==> src/rtl/game_link_pkg.sv <==
// Shared definitions for the inter-board game-state link (transmitter and uart_demux).
// GAME_TX_CHECKSUM_EN adds a sixth, XOR-checksum word to every frame.
package game_link_pkg;

  localparam int WORD_W    = 16;
  localparam int PAYLOAD_W = 12;
  localparam int TAG_W     = 4;
  localparam int IDX_W     = 3;

  localparam logic [TAG_W-1:0] TAG_PL1_X  = 4'd0;
  localparam logic [TAG_W-1:0] TAG_PL1_Y  = 4'd1;
  localparam logic [TAG_W-1:0] TAG_BALL_X = 4'd2;
  localparam logic [TAG_W-1:0] TAG_BALL_Y = 4'd3;
  localparam logic [TAG_W-1:0] TAG_STATUS = 4'd4;
  localparam logic [TAG_W-1:0] TAG_CSUM   = 4'd5;

`ifdef GAME_TX_CHECKSUM_EN
  localparam int WORDS_PER_FRAME = 6;
`else
  localparam int WORDS_PER_FRAME = 5;
`endif

  // XOR over the five data payloads; the receiver recomputes the same value.
  function automatic logic [PAYLOAD_W-1:0] payload_csum(
    input logic [PAYLOAD_W-1:0] p0,
    input logic [PAYLOAD_W-1:0] p1,
    input logic [PAYLOAD_W-1:0] p2,
    input logic [PAYLOAD_W-1:0] p3,
    input logic [PAYLOAD_W-1:0] p4
  );
    return p0 ^ p1 ^ p2 ^ p3 ^ p4;
  endfunction

endpackage

==> src/rtl/game_state_snapshot.sv <==
// Frame snapshot register bank and word-index to tagged-word multiplexer.
// GAME_TX_CHECKSUM_EN enables the checksum word at index 5.
module game_state_snapshot
  import game_link_pkg::*;
(
  input  logic                 clk,
  input  logic                 rst,
  input  logic                 load,
  input  logic [11:0]          pl1_posx,
  input  logic [11:0]          pl1_posy,
  input  logic [11:0]          ball_posx,
  input  logic [11:0]          ball_posy,
  input  logic [3:0]           pl1_score,
  input  logic [3:0]           pl2_score,
  input  logic                 flag_point,
  input  logic                 end_game,
  input  logic [IDX_W-1:0]     idx,
  output logic [WORD_W-1:0]    word
);

  logic [PAYLOAD_W-1:0] pl1_x_r;
  logic [PAYLOAD_W-1:0] pl1_y_r;
  logic [PAYLOAD_W-1:0] ball_x_r;
  logic [PAYLOAD_W-1:0] ball_y_r;
  logic [PAYLOAD_W-1:0] status_r;
  logic [WORD_W-1:0]    word_s;
`ifdef GAME_TX_CHECKSUM_EN
  logic [PAYLOAD_W-1:0] csum_s;
`endif

  // Capture every game input once per frame so mid-frame changes cannot tear it.
  always_ff @(posedge clk or posedge rst) begin
    if (rst) begin
      pl1_x_r  <= 12'd0;
      pl1_y_r  <= 12'd0;
      ball_x_r <= 12'd0;
      ball_y_r <= 12'd0;
      status_r <= 12'd0;
    end else if (load) begin
      pl1_x_r  <= pl1_posx;
      pl1_y_r  <= pl1_posy;
      ball_x_r <= ball_posx;
      ball_y_r <= ball_posy;
      status_r <= {pl1_score, pl2_score, flag_point, end_game, 2'b00};
    end else begin
      pl1_x_r  <= pl1_x_r;
      pl1_y_r  <= pl1_y_r;
      ball_x_r <= ball_x_r;
      ball_y_r <= ball_y_r;
      status_r <= status_r;
    end
  end

`ifdef GAME_TX_CHECKSUM_EN
  assign csum_s = payload_csum(pl1_x_r, pl1_y_r, ball_x_r, ball_y_r, status_r);
`endif

  // Select the tagged word for the current frame position.
  always_comb begin
    word_s = 16'h0000;
    case (idx)
      3'd0:    word_s = {TAG_PL1_X,  pl1_x_r};
      3'd1:    word_s = {TAG_PL1_Y,  pl1_y_r};
      3'd2:    word_s = {TAG_BALL_X, ball_x_r};
      3'd3:    word_s = {TAG_BALL_Y, ball_y_r};
      3'd4:    word_s = {TAG_STATUS, status_r};
`ifdef GAME_TX_CHECKSUM_EN
      3'd5:    word_s = {TAG_CSUM,   csum_s};
`endif
      default: word_s = 16'h0000;
    endcase
  end

  assign word = word_s;

endmodule

==> src/rtl/game_state_tx.sv <==
// Game-state link transmitter: snapshots game state on frame_tick and sends it
// as tagged 16-bit words, one per UART handshake. Option: GAME_TX_CHECKSUM_EN.
module game_state_tx
  import game_link_pkg::*;
#(
  parameter int TIMEOUT_CYCLES = 20000,
  parameter int TO_W           = 15
) (
  input  logic        clk,
  input  logic        rst,
  input  logic        frame_tick,
  input  logic [11:0] pl1_posx,
  input  logic [11:0] pl1_posy,
  input  logic [11:0] ball_posx,
  input  logic [11:0] ball_posy,
  input  logic [3:0]  pl1_score,
  input  logic [3:0]  pl2_score,
  input  logic        flag_point,
  input  logic        end_game,
  input  logic        conv16to8ready,
  input  logic        tx_done,
  output logic [15:0] data,
  output logic        data_valid,
  output logic        busy,
  output logic        frame_sent,
  output logic        tx_error
);

  localparam logic [1:0] ST_IDLE      = 2'd0;
  localparam logic [1:0] ST_LOAD      = 2'd1;
  localparam logic [1:0] ST_SEND      = 2'd2;
  localparam logic [1:0] ST_WAIT_DONE = 2'd3;

  localparam logic [IDX_W-1:0] LAST_IDX = IDX_W'(WORDS_PER_FRAME - 1);
  localparam logic [TO_W-1:0]  TO_LIMIT = TO_W'(TIMEOUT_CYCLES);

  logic [1:0]        state_r;
  logic [1:0]        state_nxt_s;
  logic              pending_r;
  logic [IDX_W-1:0]  idx_r;
  logic [TO_W-1:0]   to_cnt_r;
  logic [WORD_W-1:0] data_r;
  logic              data_valid_r;
  logic              busy_r;
  logic              frame_sent_r;
  logic              tx_error_r;
  logic [WORD_W-1:0] snap_word_s;
  logic              issue_s;
  logic              done_s;
  logic              last_s;
  logic              timeout_s;

  game_state_snapshot u_snapshot (
    .clk        (clk),
    .rst        (rst),
    .load       (state_r == ST_LOAD),
    .pl1_posx   (pl1_posx),
    .pl1_posy   (pl1_posy),
    .ball_posx  (ball_posx),
    .ball_posy  (ball_posy),
    .pl1_score  (pl1_score),
    .pl2_score  (pl2_score),
    .flag_point (flag_point),
    .end_game   (end_game),
    .idx        (idx_r),
    .word       (snap_word_s)
  );

  assign issue_s   = (state_r == ST_SEND) && conv16to8ready;
  assign done_s    = (state_r == ST_WAIT_DONE) && tx_done;
  assign last_s    = (idx_r == LAST_IDX);
  assign timeout_s = (state_r == ST_WAIT_DONE) && !tx_done && (to_cnt_r == TO_LIMIT);

  // Next-state decode; a tx_done in the same cycle as the timeout wins.
  always_comb begin
    state_nxt_s = state_r;
    case (state_r)
      ST_IDLE: begin
        if (frame_tick || pending_r) state_nxt_s = ST_LOAD;
        else                         state_nxt_s = ST_IDLE;
      end
      ST_LOAD: state_nxt_s = ST_SEND;
      ST_SEND: begin
        if (conv16to8ready) state_nxt_s = ST_WAIT_DONE;
        else                state_nxt_s = ST_SEND;
      end
      ST_WAIT_DONE: begin
        if (done_s)         state_nxt_s = last_s ? ST_IDLE : ST_SEND;
        else if (timeout_s) state_nxt_s = ST_IDLE;
        else                state_nxt_s = ST_WAIT_DONE;
      end
      default: state_nxt_s = ST_IDLE;
    endcase
  end

  // State register; busy is registered from the next state so it tracks state_r.
  always_ff @(posedge clk or posedge rst) begin
    if (rst) begin
      state_r <= ST_IDLE;
      busy_r  <= 1'b0;
    end else begin
      state_r <= state_nxt_s;
      busy_r  <= (state_nxt_s != ST_IDLE);
    end
  end

  // One-deep tick memory: set by any tick while busy, consumed on leaving IDLE.
  always_ff @(posedge clk or posedge rst) begin
    if (rst) begin
      pending_r <= 1'b0;
    end else if (state_r != ST_IDLE) begin
      if (frame_tick) pending_r <= 1'b1;
    end else begin
      pending_r <= 1'b0;
    end
  end

  // Word index within the frame.
  always_ff @(posedge clk or posedge rst) begin
    if (rst) begin
      idx_r <= {IDX_W{1'b0}};
    end else if (state_r == ST_LOAD) begin
      idx_r <= {IDX_W{1'b0}};
    end else if (done_s && !last_s) begin
      idx_r <= idx_r + IDX_W'(1);
    end else begin
      idx_r <= idx_r;
    end
  end

  // Cycles spent waiting for tx_done on the current word; saturates at the limit.
  always_ff @(posedge clk or posedge rst) begin
    if (rst) begin
      to_cnt_r <= {TO_W{1'b0}};
    end else if (issue_s) begin
      to_cnt_r <= {TO_W{1'b0}};
    end else if ((state_r == ST_WAIT_DONE) && (to_cnt_r != TO_LIMIT)) begin
      to_cnt_r <= to_cnt_r + TO_W'(1);
    end else begin
      to_cnt_r <= to_cnt_r;
    end
  end

  // Word issue; data holds its value until the next strobe.
  always_ff @(posedge clk or posedge rst) begin
    if (rst) begin
      data_r       <= 16'h0000;
      data_valid_r <= 1'b0;
    end else if (issue_s) begin
      data_r       <= snap_word_s;
      data_valid_r <= 1'b1;
    end else begin
      data_r       <= data_r;
      data_valid_r <= 1'b0;
    end
  end

  // Frame completion pulse and sticky timeout flag.
  always_ff @(posedge clk or posedge rst) begin
    if (rst) begin
      frame_sent_r <= 1'b0;
      tx_error_r   <= 1'b0;
    end else begin
      frame_sent_r <= done_s && last_s;
      tx_error_r   <= tx_error_r | timeout_s;
    end
  end

  assign data       = data_r;
  assign data_valid = data_valid_r;
  assign busy       = busy_r;
  assign frame_sent = frame_sent_r;
  assign tx_error   = tx_error_r;

endmodule

==> config.mk <==
export PLATFORM = sky130hd
export DESIGN_NAME = game_state_tx
export DESIGN_NICKNAME = d
export VERILOG_FILES = /design/src/rtl/game_link_pkg.sv /design/src/rtl/game_state_snapshot.sv /design/src/rtl/game_state_tx.sv
export SDC_FILE = /design/constraint.sdc
export NUM_CORES = 1
export LEC_CHECK = 0
export BUFFER_PORTS_ARGS = -buffer_cell sky130_fd_sc_hd__buf_2
export CAP_MARGIN = 20
export CORE_ASPECT_RATIO = 1.4
export CORE_MARGIN = 2
export CORE_UTILIZATION = 43
export DETAILED_ROUTE_END_ITERATION = 7
export GPL_ROUTABILITY_DRIVEN = 1
export MAX_ROUTING_LAYER = met4
export PLACE_DENSITY = 0.76
export SLEW_MARGIN = 0
export SYNTH_ARGS = -nofsm -noshare
export SYNTH_HDL_FRONTEND = slang
export SYNTH_SLANG_ARGS = --single-unit
==> constraint.sdc <==
create_clock -name clk -period 3.3 [get_ports clk]
set_clock_uncertainty 0.05 [all_clocks]
set_input_delay 0.33 -clock clk [delete_from_list [all_inputs] [get_ports clk]]
set_output_delay 0.33 -clock clk [all_outputs]
set_load 0.01 [all_outputs]
==> flow_summary.html, run 1 <==
<table>
<tr><th>Metric</th><th>Value</th></tr>
<tr><th colspan="2">Critical path</th></tr>
<tr><td>Class of the most critical setup path</td><td>flip-flop to flip-flop</td></tr>
<tr><td>Levels on crit path</td><td>5</td></tr>
<tr><td>Worst path slowest cell</td><td>dfrtp_1</td></tr>
<tr><td>Number of buffers and inverters on the critical path</td><td>1</td></tr>
<tr><td>Largest fanout on the critical path</td><td>16</td></tr>
<tr><td>Critical Path RT</td><td>roughly 3.5 ns</td></tr>
<tr><td>Delay of the slowest critical-path stage</td><td>0.70 ns</td></tr>
<tr><td>CP arrival</td><td>2.50 ns</td></tr>
<tr><td>Nature of the critical path startpoint</td><td>flip-flop</td></tr>
<tr><td>Top Family by Delay on Critical Path</td><td>flip-flops</td></tr>
<tr><td>Critical Path, Cell by Cell</td><td>inv_1 -&gt; ha_1 -&gt; a222oi_1 -&gt; o21ai_0 -&gt; mux2_2</td></tr>
<tr><td>Kind of end point of the critical path</td><td>flip-flop</td></tr>
<tr><td>Cell depth of the worst flop-to-flop path</td><td>5</td></tr>
<tr><th colspan="2">STA</th></tr>
<tr><td>Final number of setup-violating endpoints</td><td>0</td></tr>
<tr><td>Pin slew with the least headroom to its limit</td><td>0.9290 ns</td></tr>
<tr><td>PnR worst setup slack</td><td>0.9752 ns</td></tr>
<tr><td>Setup repair after global routing missed its margin</td><td>false</td></tr>
<tr><td>Final Cycle Share</td><td>70.45%</td></tr>
<tr><td>Shortest clock period the worst path allows after layout</td><td>2.325 ns</td></tr>
<tr><td>Number of max-slew violations in the final report</td><td>0</td></tr>
<tr><td>Endpoints failing hold</td><td>0</td></tr>
<tr><td>Fmax</td><td>430.1 MHz</td></tr>
<tr><td>Slew Limit Headroom</td><td>a little under two fifths</td></tr>
<tr><td>Post-route setup TNS</td><td>0 ns</td></tr>
<tr><th colspan="2">Finish</th></tr>
<tr><td># diodes</td><td>0</td></tr>
<tr><td>Area Growth Syn to Fin</td><td>19.95%</td></tr>
<tr><td>Ratio of cells with drive above 1 in the final layout</td><td>26.65%</td></tr>
<tr><td>Most common cell after layout, fill and taps aside</td><td>dfrtp_1</td></tr>
<tr><td>Core utilization of the finished layout</td><td>a little over half</td></tr>
<tr><td>Final net count</td><td>between 400 and 500</td></tr>
<tr><td>Commonest cells after routing, fill and taps aside</td><td>dfrtp_1 (98), buf_2 (81), mux2_1 (58)</td></tr>
<tr><th colspan="2">Die</th></tr>
<tr><td>Chip Height</td><td>around 120 um</td></tr>
<tr><td>Initial standard-cell utilization of the core</td><td>43.82%</td></tr>
<tr><td>Core area</td><td>9846 sq um</td></tr>
<tr><td>Placement Rows</td><td>43</td></tr>
<tr><td>Die area</td><td>10860 sq um</td></tr>
<tr><td>Number of I/O pins</td><td>a little over 80</td></tr>
<tr><td>Die boundary width</td><td>about 90 um</td></tr>
<tr><th colspan="2">GRT</th></tr>
<tr><td>Most utilized layer in the global route result</td><td>met2</td></tr>
<tr><td>Number of antenna violations at the first check in global routing</td><td>0</td></tr>
<tr><td>Maximum number of pins on one net before global-route repair</td><td>between 90 and 100</td></tr>
<tr><td>Total overflow reported by the global router</td><td>0</td></tr>
<tr><td>Number of global-route vias before repair</td><td>3172</td></tr>
<tr><td>Wire length of the first global-routing pass</td><td>15280 um</td></tr>
<tr><td>Met1 usage in global routing</td><td>23.95%</td></tr>
<tr><td>Met2 usage</td><td>29.66%</td></tr>
<tr><td>GRT Resource Usage Total</td><td>19.18%</td></tr>
<tr><td>Met3 layer usage reported by global route</td><td>under 10%</td></tr>
<tr><th colspan="2">Detailed routing</th></tr>
<tr><td>Final routed DRC violation total</td><td>0</td></tr>
<tr><td>Initial drt markers</td><td>between 200 and 300</td></tr>
<tr><td>Ratio of routed vias to standard cells</td><td>5.377</td></tr>
<tr><td>Total routed wirelength</td><td>9453 um</td></tr>
<tr><td>Remaining antenna violation count after routing</td><td>0</td></tr>
<tr><td>Total via count after detailed routing</td><td>between 3000 and 4000</td></tr>
<tr><td>Initial DRT Pass Iterations</td><td>5</td></tr>
<tr><td>Wirelength per Cell</td><td>16.91 um</td></tr>
<tr><th colspan="2">Clocking</th></tr>
<tr><td>CTS tree</td><td>done</td></tr>
<tr><td>TritonCTS buffer count</td><td>9</td></tr>
<tr><td>CTS clk-pin slew, worst paths</td><td>0.07 ns</td></tr>
<tr><td>Number of H-tree levels</td><td>3</td></tr>
<tr><td>Root Driver</td><td>clkbuf_16</td></tr>
<tr><td>Insertion delay to the later sink of the worst-skew pair</td><td>0.34 ns</td></tr>
<tr><td>Number of cells upsized or downsized after cts</td><td>0</td></tr>
<tr><td>Maximum clock insertion buffer count</td><td>2</td></tr>
<tr><td>Hold-fix buffers at CTS</td><td>0</td></tr>
<tr><td>Setup repair bufs after CTS</td><td>0</td></tr>
<tr><td>CTS Sinks</td><td>slightly below 100</td></tr>
<tr><th colspan="2">Synth</th></tr>
<tr><td>Syn avg cell area</td><td>12.47 sq um</td></tr>
<tr><td>Cell Area, Synth</td><td>4314 sq um</td></tr>
<tr><td>Register bit total from synthesis</td><td>between 90 and 100</td></tr>
<tr><td>Number of synthesized flops with an enable pin</td><td>0</td></tr>
<tr><td>Post-synthesis sequential area ratio</td><td>56.84%</td></tr>
<tr><td>Cells after synthesis</td><td>between 300 and 400</td></tr>
<tr><td>Total of warnings raised by yosys</td><td>0</td></tr>
<tr><td>Flip-flop cell with the highest count after synthesis</td><td>dfrtp_1</td></tr>
<tr><td>Synthesized netlist net count</td><td>416</td></tr>
<tr><td>Synth unique cells</td><td>40</td></tr>
<tr><td>Synth async-reset ratio</td><td>100.0%</td></tr>
<tr><th colspan="2">Pwr</th></tr>
<tr><td>Power density over cell area</td><td>835.3 nW/um^2</td></tr>
<tr><td>Static Leak</td><td>2.451 nW</td></tr>
<tr><td>Overall power of the completed layout</td><td>4.323 mW</td></tr>
<tr><td>VDD IR max</td><td>0.0003707 V</td></tr>
<tr><th colspan="2">Flow run</th></tr>
<tr><td>Reported max-cap violation count</td><td>0</td></tr>
<tr><th colspan="2">Placement</th></tr>
<tr><td>Last weighted congestion value of the routability-driven placer</td><td>0.7887</td></tr>
<tr><td>Port-buffer cells</td><td>81</td></tr>
<tr><td>Final HPWL from detailed placement</td><td>6533 um</td></tr>
<tr><td>Placement-stage worst setup slack</td><td>0.9909 ns</td></tr>
<tr><th colspan="2">Hold path</th></tr>
<tr><td>Type of the worst min-delay path</td><td>input port to async pin</td></tr>
<tr><th colspan="2">Outcome</th></tr>
<tr><td>Result of the run</td><td>completed</td></tr>
</table>
per-stage QoR:
step	hold WS (ns)	cells	cell area, sq um
after floorplan	0.3793	346	4314
after CTS	0.08763	559	5175
after global routing	0.1177	559	5175
final	0.04972	559	5175
after detailed placement	0.4198	544	4861
after global placement	0.4135	544	4861
final timing paths:
path                                from                 endpoint  slack, ns
hold reg to reg                 tx_error                 tx_error       0.42
min in group clk           ball_posy[10]  u_snapshot.ball_y_r[10]       0.14
setup reg to reg                idx_r[2]                 data[11]       0.98
hold / removal                       rst    u_snapshot.pl1_y_r[6]       0.05
max in group asynchronous            rst             to_cnt_r[11]       2.75
setup / recovery                idx_r[2]                 data[11]       0.98
Yosys cell counts (7+ instances only):
library cell / instances / area, sq um
dfrtp_1: 98 / 2452
mux2_1: 58 / 653.1
nand2_1: 20 / 75.07
nor2_1: 19 / 71.32
o21ai_1: 14 / 70.07
clkbuf_1: 13 / 48.80
a222oi_1: 12 / 120.1
inv_1: 11 / 41.29
a22oi_1: 10 / 75.07
mux2_2: 10 / 112.6
ha_1: 7 / 87.58
worst register-to-register path, cell delays in order, from the launching register on:
cell,delay (ns)
dfrtp_1,0.70
inv_1,0.17
ha_1,0.44
a222oi_1,0.40
o21ai_0,0.15
mux2_2,0.30
final cells by class:
class | count | area [sq um]
Fill cell | 849 | 4671
Clock buffer | 12 | 266.5
Clock inverter | 3 | 47.55
Timing Repair Buffer | 84 | 452.9
Inverter | 12 | 47.55
Sequential cell | 98 | 2452
Tap cell | 135 | 168.9
Multi-Input combinational cell | 215 | 1739
registers in the layout, summed over array words and instances, names as in the netlist, 2 cells and up:
signal	cells
u_snapshot.ball_y_r	12
to_cnt_r	15
u_snapshot.status_r	10
u_snapshot.pl1_x_r	12
idx_r	3
u_snapshot.ball_x_r	12
data	15
u_snapshot.pl1_y_r	12
state_r	2
kinds of logic (layout without fill, tap and decap cells):
logic type                 Yosys count  count (layout)  synth area share (%)
and+or+nand+nor                     71              71                 8.266
muxes                               72              72                 18.68
buffers and inverters               33             111                 3.016
other                                1               1               0.08692
AOI/OAI and AO/OA                   55              55                 9.252
DFF                                 98              98                 56.84
xor gates and xnor gates             9               9                 1.827
adders and majority gates            7               7                 2.030
layer usage:
metal	vias up	wire length, um
li1	1396	-
met1	1506	3939
met2	85	4891
met3	19	383
met4	0	238
met5	-	0
power by group:
group          switching (mW)  total [mW]  leakage, nW  internal (mW)
registers               0.326        1.99         1.23           1.66
logic                   0.641        1.25         1.06          0.607
clock network           0.440        1.09        0.155          0.648
Note: power is estimated with default switching activity, not from simulation.
==> run 2, diff against run 1 <==
Clock period 3.3 ns to 2.2 ns, I/O delays scaled along.
==> run 2 against run 1 <==
  * Wire length grew 3.2%
  * Die area unchanged
  * Sequential power grew 48%
  * Combinational power is 64% higher
  * Critical path depth up 1
  * Maximum frequency rose by 13%
  * Critical endpoint is now to_cnt_r[0]
  * Largest power group unchanged
==> flow_summary.html, run 2 (synthesis gave the netlist of run 1 again) <==
<table>
<tr><th>Metric</th><th>Value</th></tr>
<tr><th colspan="2">Outcome</th></tr>
<tr><td>Result of the run</td><td>completed</td></tr>
<tr><th colspan="2">Detailed routing</th></tr>
<tr><td>Total via count after detailed routing</td><td>3115 (+3.6%)</td></tr>
<tr><td>Initial drt markers</td><td>361 (+24%)</td></tr>
<tr><td>Wirelength per Cell</td><td>17.06 um (+0.87%)</td></tr>
<tr><td>Ratio of routed vias to standard cells</td><td>5.446 (+1.3%)</td></tr>
<tr><td>Total routed wirelength</td><td>9757 um (+3.2%)</td></tr>
<tr><td>Remaining antenna violation count after routing</td><td>0 (unchanged)</td></tr>
<tr><td>Final routed DRC violation total</td><td>0 (unchanged)</td></tr>
<tr><td>Initial DRT Pass Iterations</td><td>5 (unchanged)</td></tr>
<tr><th colspan="2">GRT</th></tr>
<tr><td>Met3 layer usage reported by global route</td><td>4.371% (+0.61 points)</td></tr>
<tr><td>GRT Resource Usage Total</td><td>20.05% (+0.87 points)</td></tr>
<tr><td>Total overflow reported by the global router</td><td>0 (unchanged)</td></tr>
<tr><td>Met1 usage in global routing</td><td>24.34% (+0.39 points)</td></tr>
<tr><td>Met2 usage</td><td>31.76% (+2.1 points)</td></tr>
<tr><td>Wire length of the first global-routing pass</td><td>15750 um (+3.0%)</td></tr>
<tr><td>Number of global-route vias before repair</td><td>3117 (-1.7%)</td></tr>
<tr><td>Most utilized layer in the global route result</td><td>met2</td></tr>
<tr><td>Maximum number of pins on one net before global-route repair</td><td>63 (-36%)</td></tr>
<tr><td>Number of antenna violations at the first check in global routing</td><td>0 (unchanged)</td></tr>
<tr><th colspan="2">Hold path</th></tr>
<tr><td>Type of the worst min-delay path</td><td>input port to flip-flop</td></tr>
<tr><td>Hold-critical path depth</td><td>2</td></tr>
<tr><th colspan="2">Finish</th></tr>
<tr><td>Area used by sequential logic in the layout</td><td>2452 sq um (unchanged)</td></tr>
<tr><td>Ratio of cells with drive above 1 in the final layout</td><td>28.83% (+2.2 points)</td></tr>
<tr><td>Most common cell after layout, fill and taps aside</td><td>dfrtp_1</td></tr>
<tr><td>Multi-input combinational cell area</td><td>1743 sq um (+0.22%)</td></tr>
<tr><td>Final net count</td><td>502 (+2.4%)</td></tr>
<tr><td>Commonest cells after routing, fill and taps aside</td><td>dfrtp_1 (98), buf_2 (81), mux2_1 (58)</td></tr>
<tr><td>Post-route standard cell area excluding fillers</td><td>5281 sq um (+2.1%)</td></tr>
<tr><td>Area Growth Syn to Fin</td><td>22.42%</td></tr>
<tr><td>Filler cell count</td><td>830 (-2.2%)</td></tr>
<tr><td>Core utilization of the finished layout</td><td>53.64% (+1.1 points)</td></tr>
<tr><td># diodes</td><td>0 (unchanged)</td></tr>
<tr><th colspan="2">Pwr</th></tr>
<tr><td>Power density over cell area</td><td>1254 nW/um^2 (+50%)</td></tr>
<tr><td>Static Leak</td><td>2.510 nW (+2.4%)</td></tr>
<tr><td>VDD IR max</td><td>0.0007141 V (+93%)</td></tr>
<tr><th colspan="2">Clocking</th></tr>
<tr><td>CTS Sinks</td><td>98 (unchanged)</td></tr>
<tr><td>CTS tree</td><td>done</td></tr>
<tr><td>CTS clk-pin slew, worst paths</td><td>0.07 ns (about the same)</td></tr>
<tr><td>Maximum clock insertion buffer count</td><td>2 (unchanged)</td></tr>
<tr><td>Root Driver</td><td>clkbuf_16</td></tr>
<tr><td>Insertion delay to the later sink of the worst-skew pair</td><td>0.35 ns (about the same)</td></tr>
<tr><td>Number of H-tree levels</td><td>3 (unchanged)</td></tr>
<tr><td>TritonCTS buffer count</td><td>9 (unchanged)</td></tr>
<tr><th colspan="2">STA</th></tr>
<tr><td>Post-route setup TNS</td><td>0 ns (unchanged)</td></tr>
<tr><td>Number of max-slew violations in the final report</td><td>0 (unchanged)</td></tr>
<tr><td>Endpoints failing hold</td><td>0 (unchanged)</td></tr>
<tr><td>Pin slew with the least headroom to its limit</td><td>0.8226 ns (-0.1065 ns)</td></tr>
<tr><td>Slew Limit Headroom</td><td>45.05% (+7.1 points)</td></tr>
<tr><td>Final Cycle Share</td><td>93.57% (+23 points)</td></tr>
<tr><td>Final number of setup-violating endpoints</td><td>0 (unchanged)</td></tr>
<tr><td>Fmax</td><td>485.8 MHz (+13%)</td></tr>
<tr><td>Shortest clock period the worst path allows after layout</td><td>2.058 ns (-0.2664 ns)</td></tr>
<tr><td>Post-route worst hold slack</td><td>0.03077 ns (-0.01895 ns)</td></tr>
<tr><td>Setup repair after global routing missed its margin</td><td>false</td></tr>
<tr><th colspan="2">Die</th></tr>
<tr><td>Placement Rows</td><td>43 (unchanged)</td></tr>
<tr><td>Core area</td><td>9846 sq um (unchanged)</td></tr>
<tr><td>Die area</td><td>10860 sq um (unchanged)</td></tr>
<tr><td>Number of I/O pins</td><td>83 (unchanged)</td></tr>
<tr><td>Initial standard-cell utilization of the core</td><td>43.82% (unchanged)</td></tr>
<tr><td>Chip Height</td><td>122.5 um (unchanged)</td></tr>
<tr><td>Die boundary width</td><td>88.66 um (unchanged)</td></tr>
<tr><th colspan="2">Critical path</th></tr>
<tr><td>Cell depth of the worst flop-to-flop path</td><td>6 (+1)</td></tr>
<tr><td>Critical Path RT</td><td>2.42 ns (-1.06 ns)</td></tr>
<tr><td>CP arrival</td><td>2.28 ns (-0.22 ns)</td></tr>
<tr><td>Largest fanout on the critical path</td><td>7 (-9)</td></tr>
<tr><td>Class of the most critical setup path</td><td>flip-flop to flip-flop</td></tr>
<tr><td>Kind of end point of the critical path</td><td>flip-flop</td></tr>
<tr><td>Nature of the critical path startpoint</td><td>flip-flop</td></tr>
<tr><th colspan="2">Placement</th></tr>
<tr><td>Area after detailed placement</td><td>4957 sq um (+2.0%)</td></tr>
<tr><td>Last weighted congestion value of the routability-driven placer</td><td>0.8513 (+7.9%)</td></tr>
<tr><td>Final HPWL from detailed placement</td><td>6929 um (+6.1%)</td></tr>
<tr><td>Port-buffer cells</td><td>81 (unchanged)</td></tr>
<tr><th colspan="2">Flow run</th></tr>
<tr><td>Reported max-cap violation count</td><td>0 (unchanged)</td></tr>
</table>
run 2: changes by cell type in the layout (fill, tap and decap cells not counted), sizes merged:
cell,change
buf,+11
clkbuf,-2
clkinv,-1
clkinvlp,+2
dlygate4sd3,+1
inv,+2
run 2: repair_timing:
| item | 4_1_cts | 5_1_grt |
|---|---|---|
| endpoints found under the hold margin | 98 | 0 |
| setup endpoints to repair | 0 | 6 |
| setup buffers | 0 | 0 |
| gates resized for setup | 0 | 1 |
| hold buffers | 1 | 0 |
run 2: layout make-up:
cell class	count	share of cell area (%)
tap	135	3.198
clock inverter	6	1.350
multi-input combinational	215	33.00
inverter	12	0.9240
timing repair buffer	96	10.57
clock buffer	10	4.525
sequential	98	46.43
run 2: final timing paths:
check	start	endpoint	slack, ns
max	to_cnt_r[0]	to_cnt_r[0]	0.14
min	pl1_score[0]	u_snapshot.status_r[8]	0.03
max reg2reg	to_cnt_r[0]	to_cnt_r[0]	0.14
min reg2reg	data[0]	data[0]	0.43
max in group asynchronous	rst	idx_r[1]	1.33
min in group asynchronous	rst	u_snapshot.ball_y_r[0]	0.45
run 2: power breakdown:
| part | switching [mW] | internal, mW | total [mW] |
|---|---|---|---|
| sequential | 0.453 | 2.49 | 2.94 |
| combinational | 1.04 | 1.00 | 2.05 |
| clock | 0.707 | 0.926 | 1.63 |
run 2: worst max-delay path, stage by stage (launching register included):
cell	delay [ns]
dfrtp_1	0.43
inv_1	0.09
ha_1	0.15
or4b_1	0.43
or4_4	0.50
nand2_1	0.12
mux2i_1	0.20
run 2: metal layers:
| layer | vias up | share of wire (%) |
|---|---|---|
| met5 | - | 0 |
| met4 | 0 | 2.6 |
| met3 | 15 | 5.0 |
| met2 | 104 | 51 |
| met1 | 1577 | 41 |
| li1 | 1419 | - |
run 2: per-stage QoR:
stage / power, mW / cells / worst slack [ns]
final: 6.624 / 572 / 0.1416
after global routing: 7.049 / 572 / 0.06389
after CTS: 6.665 / 572 / 0.04393
after detailed placement: 5.023 / 555 / 0.05410
after global placement: 4.897 / 555 / 0.1393
after floorplan: 4.225 / 346 / 0.1686
==> run 3, diff against run 2 <==
Clock period 2.2 ns to 2.1 ns, I/O delays scaled along.
==> run 3 against run 2 <==
  * Final area increased by 1.2%
  * Critical path type unchanged
  * Sequential power increased by 3%
  * Total power increased by 5.3%
  * Global-route usage decreased by 0.36 points
  * Worst hold slack got worse by 0.0080 ns
  * Highest routed layer unchanged
  * Combinational power increased by 12%
==> flow_summary.html, run 3 (synthesis gave the netlist of run 1 again) <==
<table>
<tr><th>Metric</th><th>Value</th></tr>
<tr><th colspan="2">Critical path</th></tr>
<tr><td>Critical Path RT</td><td>2.27 ns (-0.15 ns)</td></tr>
<tr><td>Class of the most critical setup path</td><td>flip-flop to flip-flop</td></tr>
<tr><td>CP arrival</td><td>2.20 ns (-0.08 ns)</td></tr>
<tr><td>R2R setup slack</td><td>0.07 ns (-0.07 ns)</td></tr>
<tr><td>Kind of end point of the critical path</td><td>flip-flop</td></tr>
<tr><td>Nature of the critical path startpoint</td><td>flip-flop</td></tr>
<tr><td>Largest fanout on the critical path</td><td>7 (unchanged)</td></tr>
<tr><th colspan="2">Pwr</th></tr>
<tr><td>Combinational cell fraction of total power</td><td>32.8% (+1.9 points)</td></tr>
<tr><td>Sequential power share</td><td>43.5% (-0.9 points)</td></tr>
<tr><td>Static Leak</td><td>2.545 nW (+1.4%)</td></tr>
<tr><td>Part of the power in the clock network</td><td>23.7% (-1.0 points)</td></tr>
<tr><td>Internal power contribution</td><td>4.680 mW (+5.9%)</td></tr>
<tr><td>Switching share of power</td><td>32.94% (-0.35 points)</td></tr>
<tr><td>Net switching power of the design</td><td>2.298 mW (+4.3%)</td></tr>
<tr><td>Power density over cell area</td><td>1306 nW/um^2 (+4.1%)</td></tr>
<tr><td>VDD IR max</td><td>0.0006331 V (-11%)</td></tr>
<tr><th colspan="2">STA</th></tr>
<tr><td>Post-route setup TNS</td><td>0 ns (unchanged)</td></tr>
<tr><td>Setup repair after global routing missed its margin</td><td>false</td></tr>
<tr><td>Final Cycle Share</td><td>96.62% (+3.1 points)</td></tr>
<tr><td>PnR worst setup slack</td><td>0.07089 ns (-0.07067 ns)</td></tr>
<tr><td>Fmax</td><td>492.8 MHz (+1.4%)</td></tr>
<tr><td>Slew Limit Headroom</td><td>64.12% (+19 points)</td></tr>
<tr><td>Final number of setup-violating endpoints</td><td>0 (unchanged)</td></tr>
<tr><td>Number of max-slew violations in the final report</td><td>0 (unchanged)</td></tr>
<tr><td>Endpoints failing hold</td><td>0 (unchanged)</td></tr>
<tr><td>Shortest clock period the worst path allows after layout</td><td>2.029 ns (-0.02933 ns)</td></tr>
<tr><td>Pin slew with the least headroom to its limit</td><td>0.5383 ns (-0.2843 ns)</td></tr>
<tr><th colspan="2">Clocking</th></tr>
<tr><td>Root Driver</td><td>clkbuf_16</td></tr>
<tr><td>Maximum clock insertion buffer count</td><td>2 (unchanged)</td></tr>
<tr><td>CTS clk-pin slew, worst paths</td><td>0.07 ns (about the same)</td></tr>
<tr><td>CTS tree</td><td>done</td></tr>
<tr><td>CTS Sinks</td><td>98 (unchanged)</td></tr>
<tr><td>TritonCTS buffer count</td><td>9 (unchanged)</td></tr>
<tr><td>Number of H-tree levels</td><td>3 (unchanged)</td></tr>
<tr><td>Insertion delay to the later sink of the worst-skew pair</td><td>0.35 ns (about the same)</td></tr>
<tr><td>Setup repair bufs after CTS</td><td>0 (unchanged)</td></tr>
<tr><th colspan="2">Placement</th></tr>
<tr><td>Area after detailed placement</td><td>5025 sq um (+1.4%)</td></tr>
<tr><td>Port-buffer cells</td><td>81 (unchanged)</td></tr>
<tr><td>DP Cell Count</td><td>564 (+1.6%)</td></tr>
<tr><td>Placement-stage worst setup slack</td><td>-0.03836 ns (-0.09246 ns)</td></tr>
<tr><td>Final HPWL from detailed placement</td><td>6840 um (-1.3%)</td></tr>
<tr><td>Last weighted congestion value of the routability-driven placer</td><td>0.8148 (-4.3%)</td></tr>
<tr><th colspan="2">Hold path</th></tr>
<tr><td>Type of the worst min-delay path</td><td>input port to flip-flop</td></tr>
<tr><th colspan="2">Finish</th></tr>
<tr><td>Area Growth Syn to Fin</td><td>23.84%</td></tr>
<tr><td>Commonest cells after routing, fill and taps aside</td><td>dfrtp_1 (98), buf_2 (81), mux2_1 (58)</td></tr>
<tr><td>Ratio of cells with drive above 1 in the final layout</td><td>30.49% (+1.7 points)</td></tr>
<tr><td>Most common cell after layout, fill and taps aside</td><td>dfrtp_1</td></tr>
<tr><td>Post-route standard cell area excluding fillers</td><td>5343 sq um (+1.2%)</td></tr>
<tr><td>Non-filler instance count after layout</td><td>581 (+1.6%)</td></tr>
<tr><td>Filler cell count</td><td>864 (+4.1%)</td></tr>
<tr><td>Final net count</td><td>511 (+1.8%)</td></tr>
<tr><td># diodes</td><td>0 (unchanged)</td></tr>
<tr><th colspan="2">Die</th></tr>
<tr><td>Initial standard-cell utilization of the core</td><td>43.82% (unchanged)</td></tr>
<tr><td>Die boundary width</td><td>88.66 um (unchanged)</td></tr>
<tr><td>Chip Height</td><td>122.5 um (unchanged)</td></tr>
<tr><td>Die area</td><td>10860 sq um (unchanged)</td></tr>
<tr><td>Placement Rows</td><td>43 (unchanged)</td></tr>
<tr><td>Core area</td><td>9846 sq um (unchanged)</td></tr>
<tr><td>Number of I/O pins</td><td>83 (unchanged)</td></tr>
<tr><th colspan="2">GRT</th></tr>
<tr><td>Wire length of the first global-routing pass</td><td>15730 um (about the same)</td></tr>
<tr><td>Number of antenna violations at the first check in global routing</td><td>0 (unchanged)</td></tr>
<tr><td>GRT Resource Usage Total</td><td>19.69% (-0.36 points)</td></tr>
<tr><td>Number of global-route vias before repair</td><td>3202 (+2.7%)</td></tr>
<tr><td>Maximum number of pins on one net before global-route repair</td><td>99 (+57%)</td></tr>
<tr><td>Total overflow reported by the global router</td><td>0 (unchanged)</td></tr>
<tr><th colspan="2">Detailed routing</th></tr>
<tr><td>Total routed wirelength</td><td>9598 um (-1.6%)</td></tr>
<tr><td>Total via count after detailed routing</td><td>3124 (+0.29%)</td></tr>
<tr><td>Final routed DRC violation total</td><td>0 (unchanged)</td></tr>
<tr><td>Initial DRT Pass Iterations</td><td>4 (-1)</td></tr>
<tr><td>Remaining antenna violation count after routing</td><td>0 (unchanged)</td></tr>
<tr><td>Wirelength per Cell</td><td>16.52 um (-3.2%)</td></tr>
<tr><td>Ratio of routed vias to standard cells</td><td>5.377 (-1.3%)</td></tr>
<tr><td>Initial drt markers</td><td>278 (-23%)</td></tr>
<tr><th colspan="2">Flow run</th></tr>
<tr><td>Reported max-cap violation count</td><td>0 (unchanged)</td></tr>
<tr><th colspan="2">Outcome</th></tr>
<tr><td>Result of the run</td><td>completed</td></tr>
</table>
## run 3: changes by cell type in the layout (fill, tap and decap cells not counted), sizes merged
cell      previous run  this run
clkinv               1         2
clkinvlp             2         3
clkbuf              10         9
inv                 14        13
buf                 95       104
## run 3: layer usage
metal / up-vias / global-route usage [%] / wire (um)
li1: 1449 / - / -
met1: 1572 / 24.31 / 3869
met2: 85 / 31.48 / 5097
met3: 18 / 2.892 / 374
met4: 0 / 9.470 / 256
met5: - / - / 0
## run 3: what timing repair did
action / in CTS / in global routing
hold endpoints to repair: 92 / 0
hold buffers: 1 / 0
resized for setup: 1 / 1
endpoints found under the setup margin: 4 / 3
## run 3: cell type report
class,instances,area (sq um),share of cell area [%]
Sequential cell,98,2452,45.90
Clock buffer,9,225.2,4.215
Clock inverter,7,76.32,1.429
Multi-Input combinational cell,215,1745,32.67
Timing Repair Buffer,105,625.6,11.71
Tap cell,135,168.9,3.162
Inverter,12,48.80,0.9133
## run 3: power by group through the flow
stage	sequential, mW	combinational (mW)	clock, mW
3_3_place_gp	3.02	2.21	0
6_report	3.03	2.29	1.65
3_5_place_dp	3.06	2.30	0
4_1_cts	3.03	2.31	1.70
5_1_grt	3.12	2.56	1.77
2_1_floorplan	2.98	1.44	0
## run 3: path summary, 6_finish.rpt
kind / startpoint / endpoint / depth (start not counted)
max reg2reg: to_cnt_r[12] / busy / 4
max in group asynchronous: rst / u_snapshot.status_r[2] / 4
min in group asynchronous: rst / to_cnt_r[1] / 4
max: to_cnt_r[12] / busy / 4
min: pl1_posy[9] / u_snapshot.pl1_y_r[9] / 2
min reg2reg: data[1] / data[1] / 2
## run 3: stage by stage
| step | power, mW | hold slack (ns) | utilization (%) |
|---|---|---|---|
| finish | 6.978 | 0.02280 | 54.26 |
| global route | 7.456 | 0.02558 | 54.26 |
| CTS | 7.044 | 0.01443 | 54.24 |
| detailed placement | 5.362 | 0.3529 | 51.04 |
| global placement | 5.224 | 0.3396 | 51.04 |
| floorplan | 4.426 | 0.2593 | - |
## run 3: critical path, cell delays in order (launching register included)
cell	delay (ns)
dfrtp_1	0.43
or4bb_1	0.54
or4_4	0.60
o31ai_4	0.21
a21oi_1	0.07
